===== config.mk =====
export PLATFORM = sky130hd
export DESIGN_NAME = pc_fetch_unit_flat
export DESIGN_NICKNAME = d
export VERILOG_FILES = /design/src/rtl/pc_fetch_pkg.sv /design/src/rtl/pc_fetch_unit_if.sv /design/src/rtl/pc_next_calc.sv /design/src/rtl/pc_fetch_unit.sv /design/src/flat_wrapper.sv
export SDC_FILE = /design/constraint.sdc
export NUM_CORES = 1
export LEC_CHECK = 0
export ABC_CLOCK_PERIOD_IN_PS = 4400
export BUFFER_PORTS_ARGS = -buffer_cell sky130_fd_sc_hd__buf_2
export CAP_MARGIN = 20
export CORE_UTILIZATION = 41
export DETAILED_ROUTE_END_ITERATION = 8
export GPL_TIMING_DRIVEN = 0
export PLACE_DENSITY_LB_ADDON = 0.05
export SLEW_MARGIN = 10
export SYNTH_ARGS = -nofsm -noshare
export SYNTH_HDL_FRONTEND = slang
export SYNTH_HIERARCHICAL = 1
export SYNTH_SLANG_ARGS = --single-unit

===== constraint.sdc =====
create_clock -name clk -period 4.4 [get_ports clk]
set_input_delay 0.44 -clock clk [delete_from_list [all_inputs] [get_ports clk]]
set_output_delay 0.44 -clock clk [all_outputs]
set_load 0.1 [all_outputs]

===== src/rtl/pc_fetch_pkg.sv =====
// Shared fetch-stage definitions: FSM state encoding, the reset instruction, and the
// control-flow class codes that the branch logic unit drives.
package pc_fetch_pkg;

    typedef enum logic [1:0] {
        S_BOOT  = 2'd0,
        S_FETCH = 2'd1,
        S_HOLD  = 2'd2,
        S_TRAP  = 2'd3
    } fetch_state_e;

    localparam logic [31:0] NOP_INSTR = 32'h0000_0013;

    localparam logic [1:0] BR_NONE = 2'b00;
    localparam logic [1:0] BR_JAL  = 2'b01;
    localparam logic [1:0] BR_JALR = 2'b10;
    localparam logic [1:0] BR_SB   = 2'b11;

    function automatic logic is_word_aligned(input logic [31:0] addr);
        return (addr[1:0] == 2'b00);
    endfunction

endpackage


===== src/rtl/pc_fetch_unit_if.sv =====
// Instruction memory read port: the fetch unit is the master, the memory the slave.
interface pc_fetch_unit_if;

    logic        req;
    logic [31:0] addr;
    logic        ack;
    logic [31:0] rdata;

    modport master (
        output req,
        output addr,
        input  ack,
        input  rdata
    );

    modport slave (
        input  req,
        input  addr,
        output ack,
        output rdata
    );

endinterface


===== src/rtl/pc_next_calc.sv =====
// Combinational next-PC selection: sequential step, redirect with JALR bit-0 masking,
// and detection of a redirect that is not word aligned.
module pc_next_calc
    import pc_fetch_pkg::*;
(
    input  logic [31:0] instr_pc_i,
    input  logic        pc_sel_i,
    input  logic [1:0]  ctrl_branch_i,
    input  logic [31:0] pc_target_i,
    output logic [31:0] pc_plus4_o,
    output logic [31:0] next_pc_o,
    output logic        misalign_o
);

    logic [31:0] target_masked;

    always_comb begin
        target_masked = pc_target_i;
        if (ctrl_branch_i == BR_JALR) begin
            target_masked[0] = 1'b0;
        end
    end

    // Wraps naturally modulo 2^32, so 0xFFFF_FFFC steps to 0.
    assign pc_plus4_o = instr_pc_i + 32'd4;

    assign next_pc_o  = pc_sel_i ? target_masked : pc_plus4_o;

    // The sequential path is always aligned; only a redirect can misalign.
    assign misalign_o = pc_sel_i && !is_word_aligned(target_masked);

endmodule


===== src/rtl/pc_fetch_unit.sv =====
// Single-outstanding instruction fetch stage: fetches at PC, holds the word until decode
// consumes it, then steps or redirects. A misaligned redirect parks the unit until reset.
module pc_fetch_unit
    import pc_fetch_pkg::*;
#(
    parameter logic [31:0] RESET_PC = 32'h0000_0000
) (
    input  logic                    clk,
    input  logic                    rst,
    pc_fetch_unit_if.master         imem,
    input  logic                    pc_sel_i,
    input  logic [1:0]              ctrl_branch_i,
    input  logic [31:0]             pc_target_i,
    input  logic                    stall_i,
    output logic [31:0]             instr_o,
    output logic [31:0]             instr_pc_o,
    output logic [31:0]             pc_plus4_o,
    output logic                    instr_valid_o,
    output logic                    misalign_o,
    output logic [31:0]             retire_cnt_o
);

    fetch_state_e state_q, state_d;
    logic [31:0]  pc_q, pc_d;
    logic [31:0]  instr_q, instr_d;
    logic [31:0]  instr_pc_q, instr_pc_d;
    logic         misalign_q, misalign_d;
    logic [31:0]  retire_cnt_q, retire_cnt_d;

    logic         imem_req;
    logic [31:0]  calc_next_pc;
    logic         calc_misalign;

    pc_next_calc u_pc_next_calc (
        .instr_pc_i    (instr_pc_q),
        .pc_sel_i      (pc_sel_i),
        .ctrl_branch_i (ctrl_branch_i),
        .pc_target_i   (pc_target_i),
        .pc_plus4_o    (pc_plus4_o),
        .next_pc_o     (calc_next_pc),
        .misalign_o    (calc_misalign)
    );

    always_ff @(posedge clk or posedge rst) begin
        if (rst) begin
            state_q      <= S_BOOT;
            pc_q         <= RESET_PC;
            instr_q      <= NOP_INSTR;
            instr_pc_q   <= RESET_PC;
            misalign_q   <= 1'b0;
            retire_cnt_q <= 32'd0;
        end else begin
            state_q      <= state_d;
            pc_q         <= pc_d;
            instr_q      <= instr_d;
            instr_pc_q   <= instr_pc_d;
            misalign_q   <= misalign_d;
            retire_cnt_q <= retire_cnt_d;
        end
    end

    // Branch-unit inputs and the memory ack only matter in the one state that uses them.
    always_comb begin
        state_d      = state_q;
        pc_d         = pc_q;
        instr_d      = instr_q;
        instr_pc_d   = instr_pc_q;
        misalign_d   = misalign_q;
        retire_cnt_d = retire_cnt_q;
        imem_req     = 1'b0;

        unique case (state_q)
            S_BOOT: begin
                state_d = S_FETCH;
            end
            S_FETCH: begin
                imem_req = 1'b1;
                if (imem.ack) begin
                    instr_d    = imem.rdata;
                    instr_pc_d = pc_q;
                    state_d    = S_HOLD;
                end
            end
            S_HOLD: begin
                if (!stall_i) begin
                    retire_cnt_d = retire_cnt_q + 32'd1;
                    if (calc_misalign) begin
                        misalign_d = 1'b1;
                        state_d    = S_TRAP;
                    end else begin
                        pc_d    = calc_next_pc;
                        state_d = S_FETCH;
                    end
                end
            end
            S_TRAP: begin
                state_d = S_TRAP;
            end
            default: begin
                state_d = S_BOOT;
            end
        endcase
    end

    // Request is decoded from the state register so an asynchronous reset drops it at once.
    assign imem.req      = imem_req;
    assign imem.addr     = pc_q;

    assign instr_o       = instr_q;
    assign instr_pc_o    = instr_pc_q;
    assign instr_valid_o = (state_q == S_HOLD);
    assign misalign_o    = misalign_q;
    assign retire_cnt_o  = retire_cnt_q;

endmodule


===== src/flat_wrapper.sv =====
// flat-port wrapper written by rule: the top's interface ports become plain ports
module pc_fetch_unit_flat import pc_fetch_pkg::*;
#(
    parameter logic [31:0] RESET_PC = 32'h0000_0000
)
  (clk, rst, pc_sel_i, ctrl_branch_i, pc_target_i, stall_i, instr_o, instr_pc_o, pc_plus4_o, instr_valid_o, misalign_o, retire_cnt_o, imem_req, imem_addr, imem_ack, imem_rdata);
  pc_fetch_unit_if imem_i ();
  input  logic clk;
  input  logic rst;
  input  logic pc_sel_i;
  input  logic [1:0] ctrl_branch_i;
  input  logic [31:0] pc_target_i;
  input  logic stall_i;
  output logic [31:0] instr_o;
  output logic [31:0] instr_pc_o;
  output logic [31:0] pc_plus4_o;
  output logic instr_valid_o;
  output logic misalign_o;
  output logic [31:0] retire_cnt_o;
  output wire logic [$bits(imem_i.req)-1:0] imem_req;
  output wire logic [$bits(imem_i.addr)-1:0] imem_addr;
  input wire logic [$bits(imem_i.ack)-1:0] imem_ack;
  input wire logic [$bits(imem_i.rdata)-1:0] imem_rdata;
  assign imem_req = imem_i.req;
  assign imem_addr = imem_i.addr;
  assign imem_i.ack = imem_ack;
  assign imem_i.rdata = imem_rdata;
  pc_fetch_unit #(.RESET_PC(RESET_PC)) u_core (.clk(clk), .rst(rst), .imem(imem_i), .pc_sel_i(pc_sel_i), .ctrl_branch_i(ctrl_branch_i), .pc_target_i(pc_target_i), .stall_i(stall_i), .instr_o(instr_o), .instr_pc_o(instr_pc_o), .pc_plus4_o(pc_plus4_o), .instr_valid_o(instr_valid_o), .misalign_o(misalign_o), .retire_cnt_o(retire_cnt_o));
endmodule

==> out/summary.md, run 1 <==
The tools report the worst slew margin relative to its limit as 49.2%. The final worst-path cycle share was 78.0%. For this block, the initial DRC count from the detailed router was 285. The post-DP HPWL is 12.5 mm. The number of enable-type register cells in the synthesized netlist is 0. During placement, the flow inserted port buffers numbering 232.

Counting cells, the worst reg-to-reg path comes to 7. The worst supply voltage drop on vdd was 0.349 mV. In this run the static leakage power is 0.00452 uW. The area share of the leading cell type in the synthesized netlist was 49.1%. The area of the placeable core is 0.0154 sq mm, and the worst endpoint required time is 3960 ps. In the final design database the tool counted 844 nets. The critical path is of the reg2out type.

Clock tree root buffer cell: clkbuf_16. The tools report the weighted congestion at the end of routability-driven global placement as 0.845. The die covers 0.0164 sq mm. The number of antenna violations at the first check in global routing came out at 0.

TritonCTS built the clock tree. In the synthesized netlist the dominant register cell turns out to be dfrtp_1. For the number of hold-repair buffers added at the cts stage, the log shows 0. Summing all non-filler instances in the final layout gives an area of 0.00854 sq mm. The flow ran to the end, and the final reports show no timing, DRC or antenna violations. The netlist area before placement is 0.00653 sq mm.

After synthesis, the cell types taking the most area are dfrtp_1 (49%), mux2_2 (14%), mux2_4 (6.9%). The run gives 0 as the number of max-slew violations in the final report. From synthesis to final layout, the design area changed by 30.9%. Dividing the synthesized area by the synthesized cell count gives 12.6 sq um. The total routing resource utilization after global routing is 21.2%.

The run gives 1770 ps as the setup slack of the most critical reg-to-reg path. The number of hold violations in the final report is 0. The first global-routing pass estimated 26.7 mm of wire.

Sequential cells were found to cover 50.3% of the synthesized design area. The tools report the nature of the critical path endpoint as a primary output. TritonCTS created 17 clock buffers.

After detailed routing, the number of vias per cell comes to 5.09. Once layout is complete, the cells apart from fillers number 995. In this run the vertical extent of the chip is 128 microns. The fraction of synthesis flops using an asynchronous set or reset pin was 100%; the number of synthesis warnings was 6.

Clock-pin slew was measured on the worst setup and hold paths at 60 ps. After global routing the overflow that remains totals 0. The number of antenna-violating nets in the routed design was 0; the power density over the cells was 519 mW/mm^2. Once placement finished, the instance area stood at 0.00798 sq mm. Of the cells placed in the final design, the portion with a size suffix greater than 1 is 53.4%. For the worst-skew pair, the clock arrives at the later sink with an insertion delay of 420 ps. The repair_antennas step left the layout with diodes totalling 0. Across the run, the number of max-cap violations was 0. For this configuration, the core starts out at a cell density of 42.5%. The source of the worst register-to-register timing path is u_core/instr_pc_o[2]$_DFFE_PP0P_. The setup violation total in the final timing report was 0; the number of cells after detailed placement was 963. The clock tree synthesis step divided the H-tree into 4 levels. The initialized floorplan defines 45 standard-cell rows.

The final period demand of the worst path is 3430 ps. Pin count of the biggest net entering global routing: 81. Once the clock tree was built, the resizer swapped 0 gates to a different size. Summing over every cut layer, the via total after detailed routing is 5064. The tools report the iteration count of the initial detailed-routing pass as 4. STA classifies the critical path startpoint as a flip-flop. The TritonCTS sink count is 131, and the synthesis-stage register bit count is 131. In this run the horizontal extent of the chip is 128 microns. The commonest cells after synthesis are dfrtp_1 (128), mux2_2 (83), xnor2_1 (36). The run gives 4975 as the via count of the first global-routing pass. dfrtp_1 is the most common cell in the netlist. The transition at the pin with the smallest max-transition slack was 761 ps; the post-CTS setup buffer count was 0.

The run gives 56 as the count of cell types in the netlist. The tools report the maximum number of buffers from clock root to sink as 2. In this run the worst path has a maximum fanout of 9.

The critical register-to-register path endpoint was u_core/imem.addr[28]$_DFFE_PP0P_. Tracing the worst setup path back leads to its startpoint at u_core/instr_pc_o[2]$_DFFE_PP0P_. The final routed wirelength across all metal layers was 17.1 mm; the total DRC errors in the routed layout was 0. For this run, the top clock speed supported by timing is 0.291 GHz.

In this run the count of I/O pins placed on the die edge is 234. Clock skew on the completed layout was measured at 10.2 ps. Setup repair after global routing left no endpoint under its margin. The endpoint arrival time on the critical path is 2990 ps, and the net count after synthesis is 592. Detail-routed net length per standard cell: 17.2 microns. The cell count after synthesis came out at 519. The worst hold path belongs to the class in2async. The cell type contributing the most total cell area after synthesis is dfrtp_1.
[report_power, final]
part / total, uW / internal [uW] / switching (uW)
clock network: 1330 / 779 / 552
logic: 1640 / 280 / 1360
registers: 1460 / 1350 / 104
total: 4430 / 2410 / 2020
[cells in the final DEF (no fill, tap or decap), types with 8 or more instances in the layout]
cell	n
nand4_1	27
clkbuf_16	17
o21ai_0	8
nor2_1	22
mux2_2	83
a31oi_1	10
dfrtp_1	128
and3_1	9
mux2_4	30
nand2_1	29
buf_2	242
xor2_1	12
inv_1	9
nand3_1	20
xnor2_1	36
[state kept, by name, summed over array words and instances (netlist names)]
signal	count
u_core/instr_o	32
u_core/misalign_o	1
u_core/imem.addr	32
u_core/instr_pc_o	32
u_core/state_q	2
u_core/retire_cnt_o	32
[cell type report]
type	count	area, sq um
Clock buffer	17	425
Multi-Input combinational cell	352	3020
Inverter	11	46.3
Sequential cell	131	3280
Clock inverter	15	134
Fill cell	1375	6830
Buffer	25	184
Timing Repair Buffer	233	1190
Tap cell	211	264
[per-stage QoR]
step                      utilization, %  setup TNS (ps)  hold slack, ps  setup WS, ps  power [uW]
after floorplan                        -               0             511          38.9        2850
after global placement              51.7         -127130             435         -1000        3110
after detailed placement            51.9               0             448          1320        3130
after CTS                           55.6               0             194           961        4470
after global routing                55.6               0             231           833        4580
final                               55.6               0             165           967        4430
[metal layers]
metal	up-vias	global-route usage (%)	part of all wire [%]
li1	2395	-	-
met1	2491	28.5	45
met2	166	33.2	48
met3	12	6.30	6.1
met4	0	6.02	1.2
met5	-	0	0
[worst max-delay path by stage]
stage	end	cells past startpoint
2_1_floorplan	u_core/imem.addr[16]$_DFFE_PP0P_	7
3_3_place_gp	u_core/imem.addr[12]$_DFFE_PP0P_	2
3_5_place_dp	u_core/imem.addr[28]$_DFFE_PP0P_	9
4_1_cts	pc_plus4_o[30]	6
5_1_grt	pc_plus4_o[26]	6
6_report	pc_plus4_o[30]	6
[logic make-up (layout without fill, tap and decap cells)]
kind of cell	count (synthesis)	count (layout)	synth area share (%)
buffers and inverters	36	301	3.45
xor gates and xnor gates	48	48	6.44
muxes	113	113	21.2
DFF	131	131	50.3
AOI/OAI and AO/OA	34	34	3.62
and+or+nand+nor	155	155	14.6
adders and majority gates	2	2	0.383
[worst max-delay path, stage by stage (launching register included)]
cell     delay, ps
dfrtp_1        510
ha_1           260
nand4_1        270
or4_4          530
or4_1          450
nand2_1        130
buf_2          430
Note: power is estimated with default switching activity, not from simulation.
==> run 2, diff against run 1 <==
--- a/config.mk
+++ b/config.mk
@@ -5,7 +5,7 @@
 export SDC_FILE = /design/constraint.sdc
 export NUM_CORES = 1
 export LEC_CHECK = 0
-export ABC_CLOCK_PERIOD_IN_PS = 4400
+export ABC_CLOCK_PERIOD_IN_PS = 3400
 export BUFFER_PORTS_ARGS = -buffer_cell sky130_fd_sc_hd__buf_2
 export CAP_MARGIN = 20
 export CORE_UTILIZATION = 41
==> constraint.sdc (replaced) <==
create_clock -name clk -period 3.4 [get_ports clk]
set_input_delay 0.34 -clock clk [delete_from_list [all_inputs] [get_ports clk]]
set_output_delay 0.34 -clock clk [all_outputs]
set_load 0.1 [all_outputs]
==> run 2 against run 1 <==
Against the previous run: register-to-register slack got worse by 930 ps; first-iteration DRC count decreased by 24%; non-clock buffer count increased by 3; global-route usage increased by 0.50 points; hold slack got worse by 100 ps; sequential cell count unchanged; wire length increased by 0.35%; largest cell class unchanged.
==> out/summary.md, run 2 (same netlist as run 1, synthesis figures left out) <==
The flow ran to the end, and the final reports show no timing, DRC or antenna violations. TritonCTS built the clock tree. The number of resized instances in the post-cts repair step came out at 0 (unchanged). The number of DRC markers after the initial detailed-route iteration was 218 (-24%); the number of hold-repair buffers added at the cts stage was 0 (unchanged). The number of fill cells in the layout is 1361 (-1.0%), and the chip width is 128 microns (unchanged).

Count of maximum capacitance violations: 0 (unchanged). The run gives 0.0154 sq mm (unchanged) as the area of the placeable core. The worst endpoint required time is 3060 ps (-900 ps). The run gives 0.430 mV (+23%) as the worst supply voltage drop on vdd.

The setup slack of the most critical reg-to-reg path was 840 ps (-930 ps). The maximum number of buffers from clock root to sink was 2 (unchanged). In this run the critical register-to-register path is captured at u_core/imem.addr[28]$_DFFE_PP0P_. The tools report the iteration count of the initial detailed-routing pass as 7 (+3). Leaving out fill and tap cells, the most frequent cells in the layout are buf_2 (241), dfrtp_1 (126), mux2_2 (83), mux2_4 (30), nand2_1 (29).

The source of the worst register-to-register timing path is u_core/instr_pc_o[2]$_DFFE_PP0P_. The via-per-instance ratio came out at 5.09 (about the same). Classification of the worst-slack hold path: in2async. Traced cell by cell, the critical path runs through ha_1, nand4_1, or4_4, or4_1, nand2_1, buf_2.

The share of cells above drive strength 1 is 55.9% (+2.5 points). The worst setup path is launched from a flip-flop. The run gives 27.2 mm (+1.9%) as the first-pass GRT wire length.

The post-DP HPWL came out at 12.8 mm (+2.3%). The tools report the post-layout utilization of the core as 57.5% (+1.9 points). The effective utilization at floorplan is 42.5% (unchanged), and the final period demand of the worst path is 3260 ps. The largest individual stage delay along the critical path comes from the cell or4_4. The buffers plus inverters on the worst setup path works out to 1 (unchanged). Setup repair after global routing left no endpoint under its margin. Largest stage delay on the critical path: 540 ps (about the same).

Clock tree root buffer cell: clkbuf_16. The run gives 847 (+0.36%) as the net total in the final layout. The logs give 5079 (+0.30%) for the vias after detailed routing and 131 (unchanged) for the TritonCTS sink count. The count of antenna diodes in the layout is 0 (unchanged), and the transition at the pin with the smallest max-transition slack is 772 ps (+11.0 ps). The setup violation total in the final timing report is 0 (unchanged), and the filler-free cell count of the finished design is 998 (+0.30%). The largest fanout on the critical path was 9 (unchanged). The cell depth of the worst flop-to-flop path was 7 (unchanged); the total routing resource utilization after global routing was 21.7% (+0.50 points). Broken down by cell family, the worst path's largest delay share belongs to simple AND/OR/NAND/NOR gates. The clock tree skew after final layout is 9.90 ps (-0.301 ps). The synthesis-to-finish area growth was 35.3%; the area of the die was 0.0164 sq mm (unchanged).

The number of max-slew violations in the final report is 0 (unchanged), and the number of cells after detailed placement is 966 (+0.31%). The number of antenna-violating nets in the routed design came out at 0 (unchanged). The tools report the pin count of the biggest net entering global routing as 35 (-57%). The tools report the aggregate global routing overflow as 0 (unchanged). The power density over the cells works out to 680 mW/mm^2 (+31%). For the post-place setup slack, the log shows 342 ps (-975 ps). The total negative setup slack is 0 ps (unchanged). Final worst-path cycle share: 95.9%. The critical path is of the reg2out type. The tools report the post-CTS setup buffer count as 0 (unchanged). Derived from the worst setup path, the maximum achievable clock frequency is 0.307 GHz. Final routed wirelength across all metal layers: 17.2 mm (+0.35%).

The tools report the endpoint arrival time on the critical path as 2920 ps (-70 ps). The number of port buffers is 232 (unchanged), and the latest clock arrival within the worst-skew pair is 410 ps (about the same). The run gives 0 (unchanged) as the number of antenna violations at the first check in global routing. The clock-pin transition on the worst setup and hold timing paths was 60 ps (about the same). The worst slew margin relative to its limit is 48.4% (-0.84 points), and the final setup slack of the worst path is 140 ps (-827 ps). Detail-routed net length per standard cell: 17.2 microns (about the same). The worst setup path is captured at a primary output.

The logs give 234 (unchanged) for the I/O pin total and 45 (unchanged) for the number of placement rows. The count of H-tree levels built during CTS is 4 (unchanged), and the total DRC errors in the routed layout is 0 (unchanged). The via count of the first global-routing pass is 5145 (+3.4%). The die outline height came out at 128 microns (unchanged).

The library cell used most frequently in the layout, excluding fill and tap cells, is buf_2. The leakage power total was 0.00467 uW (+3.3%). Hold slack: 62.6 ps (-102 ps).

The weighted congestion at the end of routability-driven global placement is 0.831 (-1.7%), and the number of hold violations in the final report is 0 (unchanged). Number of buffers created by CTS: 17 (unchanged).
## run 2: final cells by class
cell class / count / area [sq um] / area share [%]
plain buffers: 25 / 184 / 2.08
clock buffers: 18 / 439 / 4.97
multi-input cells: 352 / 3160 / 35.8
repair buffers: 236 / 1250 / 14.2
clock inverters: 14 / 203 / 2.30
inverters: 11 / 45.0 / 0.510
well taps: 211 / 264 / 2.99
flip-flops and latches: 131 / 3280 / 37.2
## run 2: per-stage QoR
stage	area, sq um	power (uW)
2_1_floorplan	6670	3690
3_3_place_gp	8100	4030
3_5_place_dp	8190	4060
4_1_cts	8830	6060
5_1_grt	8830	6210
6_report	8830	6000
## run 2: routing by layer
| metal | part of all wire, % | track usage, % | vias to the layer above |
|---|---|---|---|
| met2 | 48 | 34.3 | 160 |
| li1 | - | - | 2382 |
| met4 | 1.1 | 7.34 | 0 |
| met1 | 45 | 29.0 | 2521 |
| met5 | 0 | 0 | - |
| met3 | 6.0 | 5.72 | 16 |
## run 2: worst max-delay path by stage
| stage | startpoint | endpoint | slack [ps] | cells past startpoint |
|---|---|---|---|---|
| after floorplan | u_core/instr_pc_o[4]$_DFFE_PP0P_ | pc_plus4_o[28] | 50 | 5 |
| after global placement | rst | u_core/instr_pc_o[3]$_DFFE_PP0P_ | 370 | 2 |
| after detailed placement | pc_sel_i | u_core/imem.addr[28]$_DFFE_PP0P_ | 340 | 9 |
| after CTS | u_core/instr_pc_o[2]$_DFFE_PP0P_ | pc_plus4_o[20] | 70 | 7 |
| after global routing | u_core/instr_pc_o[2]$_DFFE_PP0P_ | pc_plus4_o[24] | 40 | 7 |
| final | u_core/instr_pc_o[2]$_DFFE_PP0P_ | pc_plus4_o[30] | 140 | 6 |
## run 2: where the power goes
group	internal [uW]	leakage (uW)	switching, uW
Clock	1260	0.000300	719
Sequential	1750	0.00173	137
Combinational	374	0.00264	1770
Total	3380	0.00467	2620
==> run 3, diff against run 2 <==
--- a/config.mk
+++ b/config.mk
@@ -5,7 +5,7 @@
 export SDC_FILE = /design/constraint.sdc
 export NUM_CORES = 1
 export LEC_CHECK = 0
-export ABC_CLOCK_PERIOD_IN_PS = 3400
+export ABC_CLOCK_PERIOD_IN_PS = 4200
 export BUFFER_PORTS_ARGS = -buffer_cell sky130_fd_sc_hd__buf_2
 export CAP_MARGIN = 20
 export CORE_UTILIZATION = 41
==> constraint.sdc (replaced) <==
create_clock -name clk -period 4.2 [get_ports clk]
set_input_delay 0.42 -clock clk [delete_from_list [all_inputs] [get_ports clk]]
set_output_delay 0.42 -clock clk [all_outputs]
set_load 0.1 [all_outputs]
==> run 3 against run 2 <==
Against the previous run: first-iteration DRC count up 45%; die area is the same; clock-buffer cell count is 1 higher; cell area fell by 2.9%; non-clock buffer count shrank 3; sequential share of layout area is 1.1 points higher; via count is 0.37% higher; setup slack better by 620 ps; critical path type unchanged; sequential power shrank 19%; clock skew decreased by 2.9 ps; global-route usage shrank 0.80 points.
==> out/summary.md, run 3 (same netlist as run 1, synthesis figures left out) <==
The transition at the pin with the smallest max-transition slack came out at 765 ps (-7.34 ps). In this run the top signal layer used is met4. Type of origin of the critical path: a flip-flop. The run gives 0 (unchanged) as the aggregate global routing overflow. The clock-pin transition on the worst setup and hold timing paths was 60 ps (about the same). The maximum number of buffers from clock root to sink was 2 (unchanged); the post-layout total power was 4700 uW (-22%). For the wire length on met2, the log shows 7.87 mm (-4.9%).

The number of max-slew violations in the final report was 0 (unchanged); the I/O pin total was 234 (unchanged). Clock tree synthesis selected as its root buffer the cell clkbuf_16. TritonCTS built the clock tree. Dividing the final minimum period by the clock period gives 81.8%.

The critical path in this run is classified as reg2out. First-pass GRT wire length: 26.2 mm (-3.7%). The tools report the number of DRC markers after the initial detailed-route iteration as 317 (+45%). The final routed wirelength across all metal layers was 16.7 mm (-2.9%); the filler-free cell count of the finished design was 995 (-0.30%). Count of antenna diodes in the layout: 0 (unchanged). The sum of routed wire segments on met1 was 7.29 mm (-5.0%); the weighted congestion at the end of routability-driven global placement was 0.846 (+1.7%). The count of H-tree levels built during CTS came out at 4 (unchanged). The latest clock arrival within the worst-skew pair is 420 ps (about the same). The die outline height was 128 microns (unchanged). The most common cell after layout, fill and taps aside was buf_2. The amount of wire on met3 after detailed routing was 1.25 mm (+21%); the post-CTS setup buffer count was 0 (unchanged). The worst endpoint required time was 3780 ps (+720 ps); the via count of the first global-routing pass was 4965 (-3.5%).

The net total in the final layout came out at 844 (-0.35%). The final setup slack of the worst path is 763 ps (+623 ps). The pin count of the biggest net entering global routing is 91 (+160%), and the largest stage delay on the critical path is 540 ps (about the same).

The share of cells above drive strength 1 is 53.6% (-2.3 points). The critical path goes through ha_1, nand4_1, or4_4, or4_1, nand2_1, buf_2. The leakage power total is 0.00455 uW (-2.6%), and the total negative setup slack is 0 ps (unchanged). The number of cells after detailed placement came out at 963 (-0.31%).

The area growth from synthesis to layout is 31.5%. Cell depth of the worst flop-to-flop path: 6 (-1). The post-place setup slack was 1120 ps (+782 ps); the number of hold violations in the final report was 0 (unchanged). The library cells used most frequently in the layout, excluding fill and tap cells, are buf_2 (242), dfrtp_1 (128), mux2_2 (83), xnor2_1 (35), mux2_4 (30). For the clock tree skew after final layout, the log shows 7.01 ps (-2.88 ps). The logs give 0.291 GHz for the peak clock frequency supported by timing and 131 (unchanged) for the TritonCTS sink count. The number of hold-repair buffers added at the cts stage is 0 (unchanged), and the number of antenna-violating nets in the routed design is 0 (unchanged).

The power density over the cells is 548 mW/mm^2 (-19%). The run gives 1570 ps (+730 ps) as the setup slack of the most critical reg-to-reg path. The largest fanout on the critical path was 9 (unchanged).

For the area of the die, the log shows 0.0164 sq mm (unchanged). The number of port buffers was 232 (unchanged). The worst setup path is captured at a primary output.

The run finished with clean final reports. The detail-routed net length per standard cell is 16.8 microns (-2.6%). Number of buffers created by CTS: 17 (unchanged). For the hold slack, the log shows 14.7 ps (-47.9 ps). The count of maximum capacitance violations was 0 (unchanged); the chip width was 128 microns (unchanged). The vias after detailed routing was 5098 (+0.37%).

The endpoint identified for the worst register-to-register timing path is u_core/imem.addr[18]$_DFFE_PP0P_. The logs give 42.5% (unchanged) for the effective utilization at floorplan and 12.3 mm (-3.7%) for the post-DP HPWL. The number of placement rows came out at 45 (unchanged). The via-per-instance ratio is 5.12 (+0.68%). The worst slew margin relative to its limit is 48.5% (+0.13 points), and the final period demand of the worst path is 3440 ps. The slowest stage cell on the critical path is or4_4.

The iteration count of the initial detailed-routing pass was 5 (-2). Setup repair after global routing left no endpoint under its margin. The total routing resource utilization after global routing came out at 20.9% (-0.80 points). The classification of the worst-slack hold path was in2async. The area of the placeable core was 0.0154 sq mm (unchanged); the endpoint arrival time on the critical path was 3020 ps (+100 ps). The number of resized instances in the post-cts repair step is 0 (unchanged), and the worst supply voltage drop on vdd is 0.306 mV (-29%).

In this run the critical register-to-register path is launched from u_core/instr_pc_o[2]$_DFFE_PP0P_. The logs give 0 (unchanged) for the number of antenna violations at the first check in global routing and 0 (unchanged) for the setup violation total in the final timing report. The logs give 1369 (+0.59%) for the number of fill cells in the layout and 0 (unchanged) for the total DRC errors in the routed layout.
-- run 3: worst max-delay path, delay by kind of cell, from the launching register on --
family                     cells  cell delay [ps]
DFF                            1              510
and+or+nand+nor                4             1390
adders and majority gates      1              260
buffers and inverters          1              430
-- run 3: worst max path at each step --
stage | startpoint | to | slack [ps] | cells after the start
2_1_floorplan | u_core/instr_pc_o[2]$_DFFE_PP0P_ | pc_plus4_o[20] | 3 | 6
3_3_place_gp | rst | u_core/imem.addr[13]$_DFFE_PP0P_ | -1200 | 2
3_5_place_dp | pc_sel_i | u_core/imem.addr[26]$_DFFE_PP0P_ | 1120 | 9
4_1_cts | u_core/instr_pc_o[2]$_DFFE_PP0P_ | pc_plus4_o[30] | 800 | 6
5_1_grt | u_core/instr_pc_o[2]$_DFFE_PP0P_ | pc_plus4_o[18] | 670 | 6
6_report | u_core/instr_pc_o[2]$_DFFE_PP0P_ | pc_plus4_o[26] | 760 | 6
-- run 3: area by class of cell --
type                    count  area [sq um]  share of cell area (%)
plain buffers              25           184                    2.14
clock buffers              19           453                    5.28
clock inverters            13           135                    1.58
inverters                  11          46.3                   0.540
multi-input cells         352          3030                    35.3
flip-flops and latches    131          3280                    38.3
well taps                 211           264                    3.08
repair buffers            233          1190                    13.9
-- run 3: power breakdown --
group	internal (uW)	leakage, uW	switching [uW]	total (uW)
Sequential	1420	0.00174	108	1530
Combinational	293	0.00253	1420	1720
Clock	901	0.000277	557	1460
Total	2610	0.00455	2090	4700
-- run 3: through the flow --
stage	instance area, sq um	utilization [%]
2_1_floorplan	6530	-
3_3_place_gp	7960	51.8
3_5_place_dp	7990	52.0
4_1_cts	8580	55.8
5_1_grt	8580	55.8
6_report	8580	55.8
-- run 3: routing by layer --
layer	global-route usage [%]	vias up
li1	-	2391
met2	32.6	174
met5	0	-
met3	5.59	18
met1	27.8	2515
met4	8.10	0
